[src/rtl/prog_loader_if.sv]
// Byte-stream and instruction-memory write bus of the boot-time program loader.
// The loader attaches through the slave modport; the byte source / memory side uses master.
interface prog_loader_if #(
    parameter int ADDR_W = 4
);
    logic [7:0]        rx_data;
    logic              rx_valid;
    logic              rx_ready;
    logic              imem_we;
    logic [ADDR_W-1:0] imem_addr;
    logic [15:0]       imem_wdata;

    modport master (
        output rx_data,
        output rx_valid,
        input  rx_ready,
        input  imem_we,
        input  imem_addr,
        input  imem_wdata
    );

    modport slave (
        input  rx_data,
        input  rx_valid,
        output rx_ready,
        output imem_we,
        output imem_addr,
        output imem_wdata
    );
endinterface

[src/rtl/prog_loader.sv]
// Boot-time program loader: COUNT byte, N big-endian 16-bit words, optional XOR check byte.
// Define LOADER_CHECKSUM_EN to require and verify the trailing check byte (CHK state).
module prog_loader #(
    parameter int ADDR_W = 4,
    parameter int WORD_W = 16
) (
    input  logic              clk,
    input  logic              rst_n,
    prog_loader_if.slave      bus,
    input  logic              restart,
    output logic              core_rst_n,
    output logic              load_done,
    output logic              load_err,
    output logic [ADDR_W:0]   words_loaded
);
    localparam int CNT_W = ADDR_W + 1;
    localparam logic [8:0] MAX_COUNT = 9'(2 ** ADDR_W);

    typedef enum logic [2:0] {
        S_IDLE,
        S_HI,
        S_LO,
        S_WRITE,
`ifdef LOADER_CHECKSUM_EN
        S_CHK,
`endif
        S_RUN,
        S_ERR
    } state_t;

    state_t              state;
    logic [CNT_W-1:0]    count_q;
    logic [ADDR_W-1:0]   index_q;
    logic [WORD_W/2-1:0] hi_q;
`ifdef LOADER_CHECKSUM_EN
    logic [7:0]          chk_q;
`endif

    logic take;
    logic last_word;
    logic bad_count;

    assign take      = bus.rx_valid && bus.rx_ready;
    assign last_word = ({1'b0, index_q} == count_q - 1'b1);
    assign bad_count = (bus.rx_data == 8'd0) || ({1'b0, bus.rx_data} > MAX_COUNT);

    // Every output is a register updated together with the state, so rx_ready
    // is already low in the cycle that follows the last accepted byte.
    // NOTE: sequential state uses <= so every branch sees the pre-edge values.
    always_ff @(posedge clk) begin
        if (!rst_n) begin
            state          <= S_IDLE;
            bus.rx_ready   <= 1'b0;
            bus.imem_we    <= 1'b0;
            bus.imem_addr  <= '0;
            bus.imem_wdata <= '0;
            core_rst_n     <= 1'b0;
            load_done      <= 1'b0;
            load_err       <= 1'b0;
            words_loaded   <= '0;
            count_q        <= '0;
            index_q        <= '0;
            hi_q           <= '0;
`ifdef LOADER_CHECKSUM_EN
            chk_q          <= '0;
`endif
        end else if (restart) begin
            // Wins over a coincident byte transfer; imem contents are kept.
            state        <= S_IDLE;
            bus.rx_ready <= 1'b1;
            bus.imem_we  <= 1'b0;
            core_rst_n   <= 1'b0;
            load_done    <= 1'b0;
            load_err     <= 1'b0;
            words_loaded <= '0;
            index_q      <= '0;
`ifdef LOADER_CHECKSUM_EN
            chk_q        <= '0;
`endif
        end else begin
            case (state)
                S_IDLE: begin
                    bus.rx_ready <= 1'b1;
                    if (take) begin
                        if (bad_count) begin
                            state        <= S_ERR;
                            bus.rx_ready <= 1'b0;
                            load_err     <= 1'b1;
                        end else begin
                            state   <= S_HI;
                            count_q <= CNT_W'(bus.rx_data);
                            index_q <= '0;
`ifdef LOADER_CHECKSUM_EN
                            chk_q   <= bus.rx_data;
`endif
                        end
                    end
                end

                S_HI: begin
                    if (take) begin
                        state <= S_LO;
                        hi_q  <= bus.rx_data;
`ifdef LOADER_CHECKSUM_EN
                        chk_q <= chk_q ^ bus.rx_data;
`endif
                    end
                end

                S_LO: begin
                    if (take) begin
                        state          <= S_WRITE;
                        bus.rx_ready   <= 1'b0;
                        bus.imem_we    <= 1'b1;
                        bus.imem_addr  <= index_q;
                        bus.imem_wdata <= {hi_q, bus.rx_data};
`ifdef LOADER_CHECKSUM_EN
                        chk_q          <= chk_q ^ bus.rx_data;
`endif
                    end
                end

                S_WRITE: begin
                    bus.imem_we  <= 1'b0;
                    words_loaded <= words_loaded + 1'b1;
                    if (last_word) begin
`ifdef LOADER_CHECKSUM_EN
                        state        <= S_CHK;
                        bus.rx_ready <= 1'b1;
`else
                        state        <= S_RUN;
                        core_rst_n   <= 1'b1;
                        load_done    <= 1'b1;
`endif
                    end else begin
                        state        <= S_HI;
                        bus.rx_ready <= 1'b1;
                        index_q      <= index_q + 1'b1;
                    end
                end

`ifdef LOADER_CHECKSUM_EN
                S_CHK: begin
                    if (take) begin
                        bus.rx_ready <= 1'b0;
                        if (bus.rx_data == chk_q) begin
                            state      <= S_RUN;
                            core_rst_n <= 1'b1;
                            load_done  <= 1'b1;
                        end else begin
                            state    <= S_ERR;
                            load_err <= 1'b1;
                        end
                    end
                end
`endif

                S_RUN, S_ERR: begin
                    bus.rx_ready <= 1'b0;
                end

                default: begin
                    state        <= S_IDLE;
                    bus.rx_ready <= 1'b1;
                end
            endcase
        end
    end
endmodule

[src/flat_wrapper.sv]
// flat-port wrapper written by rule: the top's interface ports become plain ports
module prog_loader_flat 
#(
    parameter int ADDR_W = 4,
    parameter int WORD_W = 16
)
  (clk, rst_n, restart, core_rst_n, load_done, load_err, words_loaded, bus_rx_data, bus_rx_valid, bus_rx_ready, bus_imem_we, bus_imem_addr, bus_imem_wdata);
  prog_loader_if #(.ADDR_W(ADDR_W)) bus_i ();
  input  logic clk;
  input  logic rst_n;
  input  logic restart;
  output logic core_rst_n;
  output logic load_done;
  output logic load_err;
  output logic [ADDR_W:0] words_loaded;
  input wire logic [$bits(bus_i.rx_data)-1:0] bus_rx_data;
  input wire logic [$bits(bus_i.rx_valid)-1:0] bus_rx_valid;
  output wire logic [$bits(bus_i.rx_ready)-1:0] bus_rx_ready;
  output wire logic [$bits(bus_i.imem_we)-1:0] bus_imem_we;
  output wire logic [$bits(bus_i.imem_addr)-1:0] bus_imem_addr;
  output wire logic [$bits(bus_i.imem_wdata)-1:0] bus_imem_wdata;
  assign bus_i.rx_data = bus_rx_data;
  assign bus_i.rx_valid = bus_rx_valid;
  assign bus_rx_ready = bus_i.rx_ready;
  assign bus_imem_we = bus_i.imem_we;
  assign bus_imem_addr = bus_i.imem_addr;
  assign bus_imem_wdata = bus_i.imem_wdata;
  prog_loader #(.ADDR_W(ADDR_W), .WORD_W(WORD_W)) u_core (.clk(clk), .rst_n(rst_n), .bus(bus_i), .restart(restart), .core_rst_n(core_rst_n), .load_done(load_done), .load_err(load_err), .words_loaded(words_loaded));
endmodule
[config.mk]
export PLATFORM = sky130hd
export DESIGN_NAME = prog_loader_flat
export DESIGN_NICKNAME = d
export VERILOG_FILES = /design/src/rtl/prog_loader_if.sv /design/src/rtl/prog_loader.sv /design/src/flat_wrapper.sv
export SDC_FILE = /design/constraint.sdc
export NUM_CORES = 1
export LEC_CHECK = 0
export BUFFER_PORTS_ARGS = -buffer_cell sky130_fd_sc_hd__buf_2
export CAP_MARGIN = 30
export CORE_MARGIN = 3
export CORE_UTILIZATION = 48
export CTS_CLUSTER_DIAMETER = 30
export CTS_CLUSTER_SIZE = 8
export DETAILED_ROUTE_END_ITERATION = 10
export GPL_TIMING_DRIVEN = 0
export PLACE_DENSITY_LB_ADDON = 0.12
export SLEW_MARGIN = 15
export SYNTH_ARGS = -nofsm -noshare
export SYNTH_HDL_FRONTEND = slang
export SYNTH_SLANG_ARGS = --single-unit
[constraint.sdc]
create_clock -name clk -period 2 [get_ports clk]
set_clock_uncertainty 0.1 [all_clocks]
set_input_delay 0 -clock clk [delete_from_list [all_inputs] [get_ports clk]]
set_output_delay 0 -clock clk [all_outputs]
set_load 0.01 [all_outputs]
==> Word-level counts from Yosys, hierarchy flattened <==
Index checks and enable logic that the tools add are counted.
Widths: inputs -> output; s select.
{ "totals": {"regBits": 49, "elab_cells": 68} }
{ "classes": {"add_sub_neg": 3, "magnitude_cmp": 1, "eq_ne": 14, "muxes": 18, "bitwise_logic": 4, "n_reduce_logical": 17} }
{ "ops": {"columns": ["op", "count"], "rows": [
  ["$mux 3", 5],
  ["$pmux 3 s5", 1],
  ["$mux 4", 3],
  ["$reduce_and 3->1", 4],
  ["$reduce_and 4->1", 3],
  ["$gt 8x5->1 const B", 1],
  ["$logic_not 8->1", 1],
  ["$pmux 4 s2", 1],
  ["$eq 3x2->1 const B", 2],
  ["$eq 3x3->1 const B", 2],
  ["$mux 1", 6],
  ["$ne 2x1->1 const B", 3],
  ["$ne 2x2->1 const B", 3],
  ["$add 5x1->5 const B", 1],
  ["$eq 4x5->1", 1],
  ["$pmux 1 s5", 1],
  ["$sub 5x1->5 const B", 1],
  ["$add 4x1->4 const B", 1],
  ["$not 1->1", 4],
  ["$reduce_and 2->1", 2],
  ["$reduce_bool 2->1", 2],
  ["$reduce_or 2->1", 2],
  ["$eq 3x1->1 const B", 1],
  ["$logic_not 3->1", 1],
  ["other kinds (5)", 5]
]} }

==> Depth between registers and ports, before layout <==
Gate-level depths: netlist of run 1.
{ "logic_depth": {"word_depth": 6, "depth_mapped": 7} }

==> Worst setup path before layout of run 1 <==
Ideal clock, no wire load.
{ "synth_timing": {"path_kind": "reg-to-reg", "startpoint": "register u_core.count_q[0]", "endpoint": "register u_core.bus.rx_ready", "setup_time_ns": 0.120, "t_arrival_ns": 1.649, "required_ns": 1.780, "slack_ns": 0.131, "stages_incl_launch_ff": 8, "synth_period_minus_slack_ns": 1.869, "path_cell_list": "dfxtp_1 -> inv_1 -> ha_1 -> xor2_1 -> o32ai_1 -> o2111a_1 -> mux2i_1 -> o31a_1"} }
{ "synth_between": {"elab_chain_len": 4} }
{ "synth_rtl": {"columns": ["element", "line", "rtl"], "rows": [
  ["start, declared", "prog_loader.sv:32", "logic [CNT_W-1:0] count_q;"],
  ["start signal, assigned", "prog_loader.sv:91", "count_q <= CNT_W'(bus.rx_data);"],
  ["$sub 5x1->5", "prog_loader.sv:44", "assign last_word = ({1'b0, index_q} == count_q - 1'b1);"],
  ["$eq 4x5->1", "prog_loader.sv:44", null],
  ["$ne 3x3->1 (no source line)", null, null],
  ["$reduce_and 3->1 (no source line)", null, null],
  ["end signal, assigned", "prog_loader.sv:53", "bus.rx_ready <= 1'b0;"],
  ["end signal, assigned", "prog_loader.sv:70", "bus.rx_ready <= 1'b1;"],
  ["end signal, assigned", "prog_loader.sv:83", "bus.rx_ready <= 1'b1;"],
  ["end, declared", "prog_loader_if.sv:25", "output rx_ready,"]
]} }
Every way passes these cells.
A chain may end at the register's enable or synchronous reset.

==> Worst setup path after layout of run 1 <==
Same ends and word-level chain as after synthesis.

==> flow_summary_export.csv, run 1 <==
group,metric,value,unit
outcome,status,"finished, final reports clean",
layout,fin_area,2770,sq um
synth,yosysUniqueCellTypes,44,
critical_path,cp.required,2.10,ns
routing,dr.first_iter.drc_count,79,
layout,syn_to_final_growth,25.6,%
critical_path,cp_max_fo,5,
cts,clock_path_buffers,2,
synth,synth_compound_area_share,15.0,%
global_routing,grt_pass1_wl,7880,um
global_routing,track_usage,18.8,%
pwr,p_leak,1.15,nW
critical_path,path_class,"reg -> reg",
floorplanning,ios,42,
routing,first_pass_iters,4,
job,drv_cap,0,
sta,period_minus_slack,1.93,ns
cts,cts_tree,"yes",
pwr,sw_frac_of_total,21.9,%
min_path,hold_class,"in -> reg",
cts,path_clk_slew,0.09,ns
synth,synth_top_family_by_area,"simple AND/OR/NAND/NOR gates",
synth,synth.area.mux_share,7.77,%
global_routing,grt_pass1_vias,1630,
critical_path,crit_family,"compound AO/OA/AOI/OAI gates",
global_routing,grt_max_degree,16,
pwr,peakVddDrop,0.000364,V
cts,numCtsBuffers,5,
sta,finalSetupViolCount,0,
global_routing,grt_overflow_total,0,
critical_path,slowest_delay,0.37,ns
synth,synth_xor_area_share,3.57,%
synth,synth-seq-cells,49,
sta,relSlewSlack,63.7,%
synth,synth-edff-count,0,
synth,yosys_warnings,0,
place,hpwl,3350,um
place,gp_congestion,0.779,
critical_path,path_cells,"inv_1 > ha_2 > xor2_2 > o32ai_2 > o2111a_2 > mux2i_1 > o31a_1",
critical_path,start_kind,"register",
synth,async_flop_share,0,%
routing,vias,1925,
cts,ctsHtreeMaxLevel,2,
pwr,powerDensity,650,nW/um^2
synth,synthAdderAreaFrac,1.70,%
critical_path,crit_path_end_kind,"register",
synth,synthCells,248,
layout,drive_gt1_share,23.4,%
routing,wl,5070,um
floorplanning,start_util,50.3,%
synth,yosys.area.top_type,"dfxtp_1",
global_routing,grt_antenna_before_repair,0,
pwr,clkPwrFrac,39.1,%
pwr,power.switching,0.396,mW
floorplanning,coreArea,4380,sq um
routing,vias_per_cell,5.29,
critical_path,worstPathArrival,2.03,ns
sta,holdWs,0.0486,ns
place,dpl_cell_area,2480,sq um
pwr,p_int,1.41,mW
synth,synthTopCellsByCount,"nand2_1, dfxtp_1, a21boi_1",
sta,worstMarginPinSlew,0.543,ns
synth,synth_top_area_share,44.4,%
cts,clock_latency,0.30,ns
sta,fmax,519,MHz
synth,synth_area_leaders,"dfxtp_1, nand2_1, mux2i_1",
floorplanning,die_y,73.8,um
floorplanning,die_w,73.8,um
floorplanning,row_count,24,
synth,syn-num-nets,263,
synth,yosysMostFrequentCell,"nand2_1",
cts,root_buffer,"clkbuf_8",
synth,ys_seq_area_share,44.4,%
synth,synth_area,2210,sq um
routing,drcViolationCount,0,
sta,report.final.hold_viol_count,0,
sta,period_share,96.3,%
layout,diodes,0,
place,io_buffers,41,
routing,avgRoutedWirePerCell,13.9,um
critical_path,critPathSlowestCell,"dfxtp_4",
routing,antenna_left,0,
sta,slew_viol_final,0,
pwr,p_comb_share,6.4,%
cts,cts_sinks,49,
critical_path,crit_buf_inv,1,
sta,setup_slack,0.0736,ns
synth,ys.flop_type,"dfxtp_1",
layout,nets,326,
floorplanning,dieArea,5450,sq um
place,dpl_worst_slack,-0.0932,ns
pwr,power_frac_seq,54.6,%
synth,synth_area_per_cell,8.90,sq um
synth,synthSimpleGateAreaFrac,24.1,%
final cells by class:
class / instances / area (sq um)
multi-input combinational: 182 / 1190
clock inverter: 2 / 38.8
fill: 407 / 1610
buffer: 14 / 65.1
sequential: 49 / 986
inverter: 4 / 15.0
clock buffer: 6 / 72.6
tap: 52 / 65.1
timing repair buffer: 55 / 335
cells in the final DEF (no fill, tap or decap), types with 2 or more instances in the layout:
master,Yosys,final
a21boi_1,20,20
nand2_1,50,50
inv_1,2,2
nand3_1,3,3
nor2b_1,17,17
a21oi_1,6,6
nand4b_1,2,2
buf_2,2,43
clkbuf_1,11,7
mux2i_1,16,15
nor3_1,5,5
nor2_1,12,12
o211ai_1,2,2
ha_1,3,2
buf_4,1,5
dlygate4sd3_1,0,10
clkbuf_2,0,5
nor4_1,3,3
nand3b_1,2,2
or4_1,3,3
dfxtp_1,49,47
o21ai_0,2,2
clkbuf_8,0,5
o21ai_1,2,2
o21bai_1,2,2
o2111a_2,0,2
xor2_1,8,7
nand4_1,3,3
a31oi_1,3,3
repair_timing:
item | CTS | global route
endpoints found under the hold margin | 22 | 0
setup endpoints to repair | 6 | 30
hold buffers | 10 | 0
gates resized for setup | 1 | 19
setup buffers | 1 | 3
pin swaps | 0 | 3
gates cloned | 0 | 1
path summary, 6_finish.rpt:
| kind | startpoint | to | slack (ns) | depth (start not counted) |
|---|---|---|---|---|
| worst max-delay path | u_core.count_q[0]$_SDFFE_PN0P_ | u_core.bus.rx_ready$_SDFFE_PN0P_ | 0.07 | 7 |
| worst min-delay path | restart | u_core.bus.rx_ready$_SDFFE_PN0P_ | 0.05 | 4 |
| worst max register to register | u_core.count_q[0]$_SDFFE_PN0P_ | u_core.bus.rx_ready$_SDFFE_PN0P_ | 0.07 | 7 |
| worst min register to register | u_core.bus.imem_wdata[14]$_SDFFE_PN0P_ | u_core.bus.imem_wdata[14]$_SDFFE_PN0P_ | 0.35 | 2 |
stage by stage:
stage	total power, mW	TNS, ns	utilization [%]	std cells
5_1_grt	1.87	-0.00708	63.2	364
3_5_place_dp	1.10	-0.206	56.5	341
6_report	1.80	0	63.2	364
2_1_floorplan	1.06	0	-	248
4_1_cts	1.83	0	61.5	360
3_3_place_gp	1.10	-0.144	56.5	341
power by group through the flow:
stage	logic (mW)	registers, mW	clock network [mW]
3_3_place_gp	0.0958	1.01	0
5_1_grt	0.124	0.985	0.764
2_1_floorplan	0.0545	1.01	0
3_5_place_dp	0.0961	1.01	0
6_report	0.115	0.983	0.704
4_1_cts	0.111	0.985	0.738
routing by layer:
metal / vias to the layer above / share of wire [%] / track usage [%]
li1: 987 / - / -
met1: 896 / 50 / 25.8
met2: 35 / 45 / 29.0
met3: 7 / 3.6 / 4.10
met4: 0 / 1.5 / 6.64
met5: - / 0 / 0
worst min-delay path, delay by kind of cell:
family | cells | cell delay, ns
AOI/OAI and AO/OA | 3 | 0.25
buffers and inverters | 1 | 0.17
cell families after synthesis:
logic type      after synthesis
simple gates                106
flops                        49
compound gates               46
fa+ha+maj                     3
buf+inv                      18
xor+xnor                      9
mux                          17
registers in the layout, indices dropped and copies added, names as in the netlist:
name and cells:
u_core.bus.imem_addr 4, u_core.bus.imem_wdata 16, u_core.bus.imem_we 1, u_core.bus.rx_ready 1, u_core.count_q 5, u_core.hi_q 8
u_core.index_q 4, u_core.load_done 1, u_core.load_err 1, u_core.state 3, u_core.words_loaded 5
Power figures use the tool's default switching activity.
==> inputs of run 2 (changes only) <==
--- a/config.mk
+++ b/config.mk
@@ -5,13 +5,13 @@
 export SDC_FILE = /design/constraint.sdc
 export NUM_CORES = 1
 export LEC_CHECK = 0
-export BUFFER_PORTS_ARGS = -buffer_cell sky130_fd_sc_hd__buf_2
 export CAP_MARGIN = 30
 export CORE_MARGIN = 3
 export CORE_UTILIZATION = 48
 export CTS_CLUSTER_DIAMETER = 30
 export CTS_CLUSTER_SIZE = 8
 export DETAILED_ROUTE_END_ITERATION = 10
+export DONT_BUFFER_PORTS = 1
 export GPL_TIMING_DRIVEN = 0
 export PLACE_DENSITY_LB_ADDON = 0.12
 export SLEW_MARGIN = 15
==> run 2 against run 1 <==
Die area is the same. Combinational power down 16%. Count of clock-buffer cells in the layout stayed put. Final cell count is 11% lower. Utilization fell by 5.9 points. Worst setup slack better by 0.011 ns. Hold slack got worse by 0.034 ns. Sequential cell count unchanged. Sequential power is 0.4% higher. Critical endpoint unchanged. Highest routed layer unchanged.
==> flow_summary_export.csv, run 2 (same netlist as run 1, synthesis figures left out) <==
group,metric,value,unit
pwr,peakVddDrop,0.000347,V
job,drv_cap,0,
critical_path,r2r_end,"u_core.bus.rx_ready$_SDFFE_PN0P_",
sta,finalSetupViolCount,0,
floorplanning,die_w,73.8,um
sta,period_share,95.8,%
cts,numCtsBuffers,5,
critical_path,path_cells,"inv_1 > ha_2 > xor2_1 > o32ai_1 > o2111a_2 > mux2i_1 > o31a_1",
cts,root_buffer,"clkbuf_8",
sta,relSlewSlack,54.1,%
sta,report.final.hold_viol_count,0,
place,hpwl,3360,um
routing,avgRoutedWirePerCell,15.7,um
pwr,p_leak,0.923,nW
place,io_buffers,0,
place,gp_congestion,0.789,
critical_path,worstPathArrival,2.01,ns
layout,final_common_cell,"nand2_1",
critical_path,endpoint,"u_core.bus.rx_ready$_SDFFE_PN0P_",
critical_path,slowest_delay,0.35,ns
layout,syn_to_final_growth,13.9,%
global_routing,grt_pass1_wl,7910,um
place,dpl_cell_area,2270,sq um
global_routing,grt_overflow_total,0,
layout,utilization,57.4,%
layout,fillers,404,
min_path,hold_class,"in -> reg",
critical_path,path_class,"reg -> reg",
critical_path,cp-startpoint,"u_core.count_q[0]$_SDFFE_PN0P_",
critical_path,critPathSlowestCell,"dfxtp_2",
critical_path,r2r_slack,0.08,ns
routing,vias,1762,
sta,fmax,522,MHz
sta,worstMarginPinSlew,0.670,ns
floorplanning,die_y,73.8,um
cts,path_clk_slew,0.09,ns
cts,clock_latency,0.30,ns
cts,ctsHtreeMaxLevel,2,
cts,cts_sinks,49,
routing,first_pass_iters,4,
critical_path,rr_worst_depth,7,
routing,dr.first_iter.drc_count,87,
layout,diodes,0,
critical_path,cp.required,2.09,ns
routing,wl,5070,um
floorplanning,start_util,50.3,%
global_routing,grt_pass1_vias,1518,
floorplanning,row_count,24,
global_routing,grt_antenna_before_repair,0,
routing,vias_per_cell,5.46,
layout,fin_area,2510,sq um
sta,holdWs,0.0150,ns
sta,slew_viol_final,0,
pwr,power,1.67,mW
outcome,status,"finished, final reports clean",
critical_path,cp_max_fo,8,
cts,clock_path_buffers,2,
floorplanning,coreArea,4380,sq um
layout,drive_gt1_share,10.7,%
routing,antenna_left,0,
layout,top_regs,"u_core.bus.imem_wdata (16), u_core.hi_q (8)",
cts,cts_tree,"yes",
sta,setup_slack,0.0842,ns
global_routing,track_usage,19.2,%
layout,regMostFlops,"u_core.bus.imem_wdata",
floorplanning,ios,42,
layout,largest_reg_flops,16,
critical_path,crit_path_end_kind,"register",
critical_path,start_kind,"register",
place,dpl_worst_slack,-0.123,ns
critical_path,reg2reg_from,"u_core.count_q[0]$_SDFFE_PN0P_",
sta,period_minus_slack,1.92,ns
layout,nets,285,
pwr,powerDensity,664,nW/um^2
layout,final_cell_mix,"nand2_1, dfxtp_1, a21boi_1",
floorplanning,dieArea,5450,sq um
global_routing,grt_max_degree,16,
routing,drcViolationCount,0,
-- run 2: worst max-delay path, delay by kind of cell, from the launching register on --
| family | cells | cell delay, ns |
|---|---|---|
| adder cells (fa/ha/maj) | 1 | 0.18 |
| multiplexers | 1 | 0.10 |
| XOR/XNOR | 1 | 0.14 |
| buffers and inverters | 1 | 0.04 |
| AO/OA/AOI/OAI | 3 | 0.88 |
| flip-flops | 1 | 0.35 |
-- run 2: layout make-up --
cell class | count | area (sq um) | area share [%]
inverter | 4 | 15.0 | 0.597
multi-input combinational | 181 | 1160 | 46.1
timing repair buffer | 15 | 140 | 5.57
buffer | 14 | 65.1 | 2.59
clock buffer | 6 | 72.6 | 2.89
clock inverter | 2 | 13.8 | 0.547
tap | 52 | 65.1 | 2.59
sequential | 49 | 985 | 39.2
-- run 2: power by group --
group          internal [mW]  total (mW)  switching [mW]
Clock                  0.250       0.586           0.336
Combinational         0.0448      0.0963          0.0515
Sequential             0.980       0.987         0.00688
-- run 2: what timing repair did --
item,CTS,global route
pin swaps,0,2
buffers inserted,1,3
hold buffers,11,0
setup endpoints to repair,16,29
endpoints found under the hold margin,32,0
resized for setup,2,14
-- run 2: routing by layer --
metal  GRT usage [%]  vias up  share of wire (%)
li1                -      903                  -
met5               0        -                  0
met1            28.8      815                 52
met4            6.64        0                1.5
met3            5.88        6                4.8
met2            25.5       38                 42
-- run 2: worst min path at each step --
| stage | startpoint | to | slack (ns) | depth (start not counted) |
|---|---|---|---|---|
| floorplan | bus_rx_data[0] | u_core.bus.imem_wdata[0]$_SDFFE_PN0P_ | 0.03 | 2 |
| global placement | bus_rx_data[3] | u_core.bus.imem_wdata[3]$_SDFFE_PN0P_ | 0.04 | 2 |
| detailed placement | bus_rx_data[7] | u_core.bus.imem_wdata[7]$_SDFFE_PN0P_ | 0.04 | 2 |
| CTS | rst_n | u_core.bus.imem_addr[3]$_SDFFE_PN0P_ | 0.004 | 2 |
| global route | rst_n | u_core.bus.imem_wdata[7]$_SDFFE_PN0P_ | 0.02 | 2 |
| finish | rst_n | u_core.bus.imem_wdata[5]$_SDFFE_PN0P_ | 0.02 | 2 |
-- run 2: through the flow --
stage / TNS (ns) / instances
2_1_floorplan: 0 / 248
5_1_grt: -0.00377 / 323
3_3_place_gp: -0.189 / 300
4_1_cts: 0 / 320
3_5_place_dp: -0.319 / 300
6_report: 0 / 323
==> inputs of run 3 (changes only) <==
--- a/config.mk
+++ b/config.mk
@@ -6,7 +6,7 @@
 export NUM_CORES = 1
 export LEC_CHECK = 0
 export CAP_MARGIN = 30
-export CORE_MARGIN = 3
+export CORE_MARGIN = 2
 export CORE_UTILIZATION = 48
 export CTS_CLUSTER_DIAMETER = 30
 export CTS_CLUSTER_SIZE = 8
==> run 3 against run 2 <==
Sequential cell count did not move. Count of clock-buffer cells in the layout did not move. Utilization rose by 1.9 points.
==> flow_summary_export.csv, run 3 (same netlist as run 1, synthesis figures left out) <==
group,metric,value,unit
layout,regMostFlops,"u_core.bus.imem_wdata",
pwr,clkPwrFrac,39.4,%
layout,syn_to_final_growth,17.8,%
critical_path,path_cells,"inv_2 > ha_4 > xor2_2 > o32ai_2 > o2111a_2 > buf_4 > nor2b_1 > a41o_1",
layout,nets,288,
pwr,peakVddDrop,0.000456,V
floorplanning,die_y,71.8,um
cts,cts_sinks,49,
sta,report.final.hold_viol_count,0,
cts,clock_path_buffers,2,
critical_path,slowest_delay,0.36,ns
global_routing,grt_overflow_total,0,
layout,final_common_cell,"nand2_1",
layout,fillers,401,
critical_path,cp_max_fo,4,
cts,clock_latency,0.30,ns
layout,multiInputGateArea,1200,sq um
cts,path_clk_slew,0.09,ns
critical_path,critPathSlowestCell,"dfxtp_4",
critical_path,start_kind,"register",
pwr,p_leak,0.964,nW
sta,finalSetupViolCount,0,
floorplanning,start_util,50.3,%
pwr,power.switching,0.386,mW
global_routing,grt_antenna_before_repair,0,
routing,antenna_left,0,
layout,diodes,0,
layout,drive_gt1_share,12.4,%
routing,avgRoutedWirePerCell,15.3,um
layout,top_regs,"u_core.bus.imem_wdata (16), u_core.hi_q (8)",
critical_path,worstPathArrival,2.02,ns
sta,period_share,96.3,%
routing,dr.first_iter.drc_count,90,
pwr,p_int,1.40,mW
sta,relSlewSlack,55.1,%
floorplanning,coreArea,4380,sq um
pwr,power_frac_seq,55.2,%
critical_path,rr_worst_depth,8,
critical_path,cp.required,2.09,ns
critical_path,crit_path_end_kind,"register",
place,gp_congestion,0.781,
routing,drcViolationCount,0,
layout,largest_reg_flops,16,
floorplanning,dieArea,5160,sq um
min_path,hold_class,"in -> reg",
routing,first_pass_iters,4,
cts,cts_tree,"yes",
routing,wl,4990,um
place,hpwl,3200,um
cts,numCtsBuffers,5,
cts,root_buffer,"clkbuf_8",
sta,setup_tns,0,ns
pwr,p_comb_share,5.4,%
floorplanning,row_count,24,
global_routing,grt_pass1_vias,1607,
critical_path,path_class,"reg -> reg",
place,io_buffers,0,
critical_path,r2r_end,"u_core.state[0]$_SDFFE_PP0P_",
sta,fmax,519,MHz
sta,slew_viol_final,0,
floorplanning,die_w,71.8,um
global_routing,track_usage,19.9,%
floorplanning,ios,42,
layout,register_area,986,sq um
critical_path,r2r_slack,0.07,ns
critical_path,cp-startpoint,"u_core.count_q[0]$_SDFFE_PN0P_",
outcome,status,"finished, final reports clean",
pwr,power,1.78,mW
critical_path,reg2reg_from,"u_core.count_q[0]$_SDFFE_PN0P_",
global_routing,grt_pass1_wl,7970,um
routing,vias_per_cell,5.43,
sta,worstMarginPinSlew,0.655,ns
pwr,sw_frac_of_total,21.6,%
layout,final_cell_mix,"nand2_1, dfxtp_1, a21boi_1",
sta,grt_setup_unrepaired,"false",
cts,ctsHtreeMaxLevel,2,
critical_path,endpoint,"u_core.state[0]$_SDFFE_PP0P_",
routing,vias,1770,
pwr,powerDensity,687,nW/um^2
global_routing,grt_max_degree,16,
sta,period_minus_slack,1.93,ns
job,drv_cap,0,
==> run 3: changes by cell type in the layout (fill, tap and decap cells not counted), moves of 2 or more <==
cell | previous run | this run
buf_4 | 5 | 7
dfxtp_2 | 3 | 1
inv_2 | 1 | 3
inv_1 | 2 | 0
==> run 3: cell type report <==
cell class                 instances  area share [%]
inverter                           4           0.577
multi-input combinational        182            46.2
timing repair buffer              17            5.97
sequential                        49            37.9
buffer                            14            2.50
clock buffer                       6            2.79
tap                               52            2.50
clock inverter                     2            1.49
==> run 3: worst max-delay path: cells and delay by family, from the launching register on <==
kind	cells	cell delay, ns
AO/OA/AOI/OAI	3	0.84
buffers and inverters	2	0.17
flip-flops	1	0.36
adder cells (fa/ha/maj)	1	0.16
XOR/XNOR	1	0.15
AND/OR/NAND/NOR	1	0.03
==> run 3: through the flow <==
step / setup slack [ns] / hold slack, ns / area (sq um) / utilization, % / cells
finish: 0.0737 / 0.000749 / 2600 / 59.3 / 326
global route: 0.00393 / 0.0245 / 2600 / 59.3 / 326
CTS: 0.0110 / 0.00432 / 2510 / 57.4 / 320
detailed placement: -0.124 / 0.0443 / 2270 / 51.8 / 300
global placement: -0.119 / 0.0395 / 2270 / 51.8 / 300
floorplan: 0.131 / 0.0348 / 2210 / - / 248
==> run 3: worst min-delay path by stage <==
stage                                                  endpoint  cells past startpoint      startpoint  slack (ns)
final                           u_core.bus.imem_we$_SDFFE_PP0P_                      4    bus_rx_valid      0.0007
after global placement    u_core.bus.imem_wdata[3]$_SDFFE_PN0P_                      2  bus_rx_data[3]        0.04
after detailed placement  u_core.bus.imem_wdata[7]$_SDFFE_PN0P_                      2  bus_rx_data[7]        0.04
after global routing      u_core.bus.imem_wdata[7]$_SDFFE_PN0P_                      2           rst_n        0.02
after CTS                 u_core.bus.imem_wdata[9]$_SDFFE_PN0P_                      2           rst_n       0.004
after floorplan           u_core.bus.imem_wdata[0]$_SDFFE_PN0P_                      2  bus_rx_data[0]        0.03
==> run 3: power groups by stage <==
stage                     clock, mW  combinational, mW  sequential [mW]
final                         0.704             0.0956            0.986
after global routing          0.767              0.105            0.987
after CTS                     0.731             0.0940            0.987
after detailed placement          0             0.0668             1.01
after global placement            0             0.0672             1.01
after floorplan                   0             0.0545             1.01
==> run 3: repair_timing <==
| item | 4_1_cts | 5_1_grt |
|---|---|---|
| resized for setup | 3 | 19 |
| gates cloned | 1 | 0 |
| hold buffers | 11 | 0 |
| buffers inserted | 0 | 6 |
| endpoints found under the hold margin | 33 | 0 |
| endpoints found under the setup margin | 6 | 33 |
| pin swaps | 0 | 3 |
==> run 3: per-layer routing <==
layer  GRT usage, %  part of all wire (%)
met1           29.6                    51
met2           28.4                    43
met3           4.92                   5.2
met4           6.29                  0.80
met5              0                     0
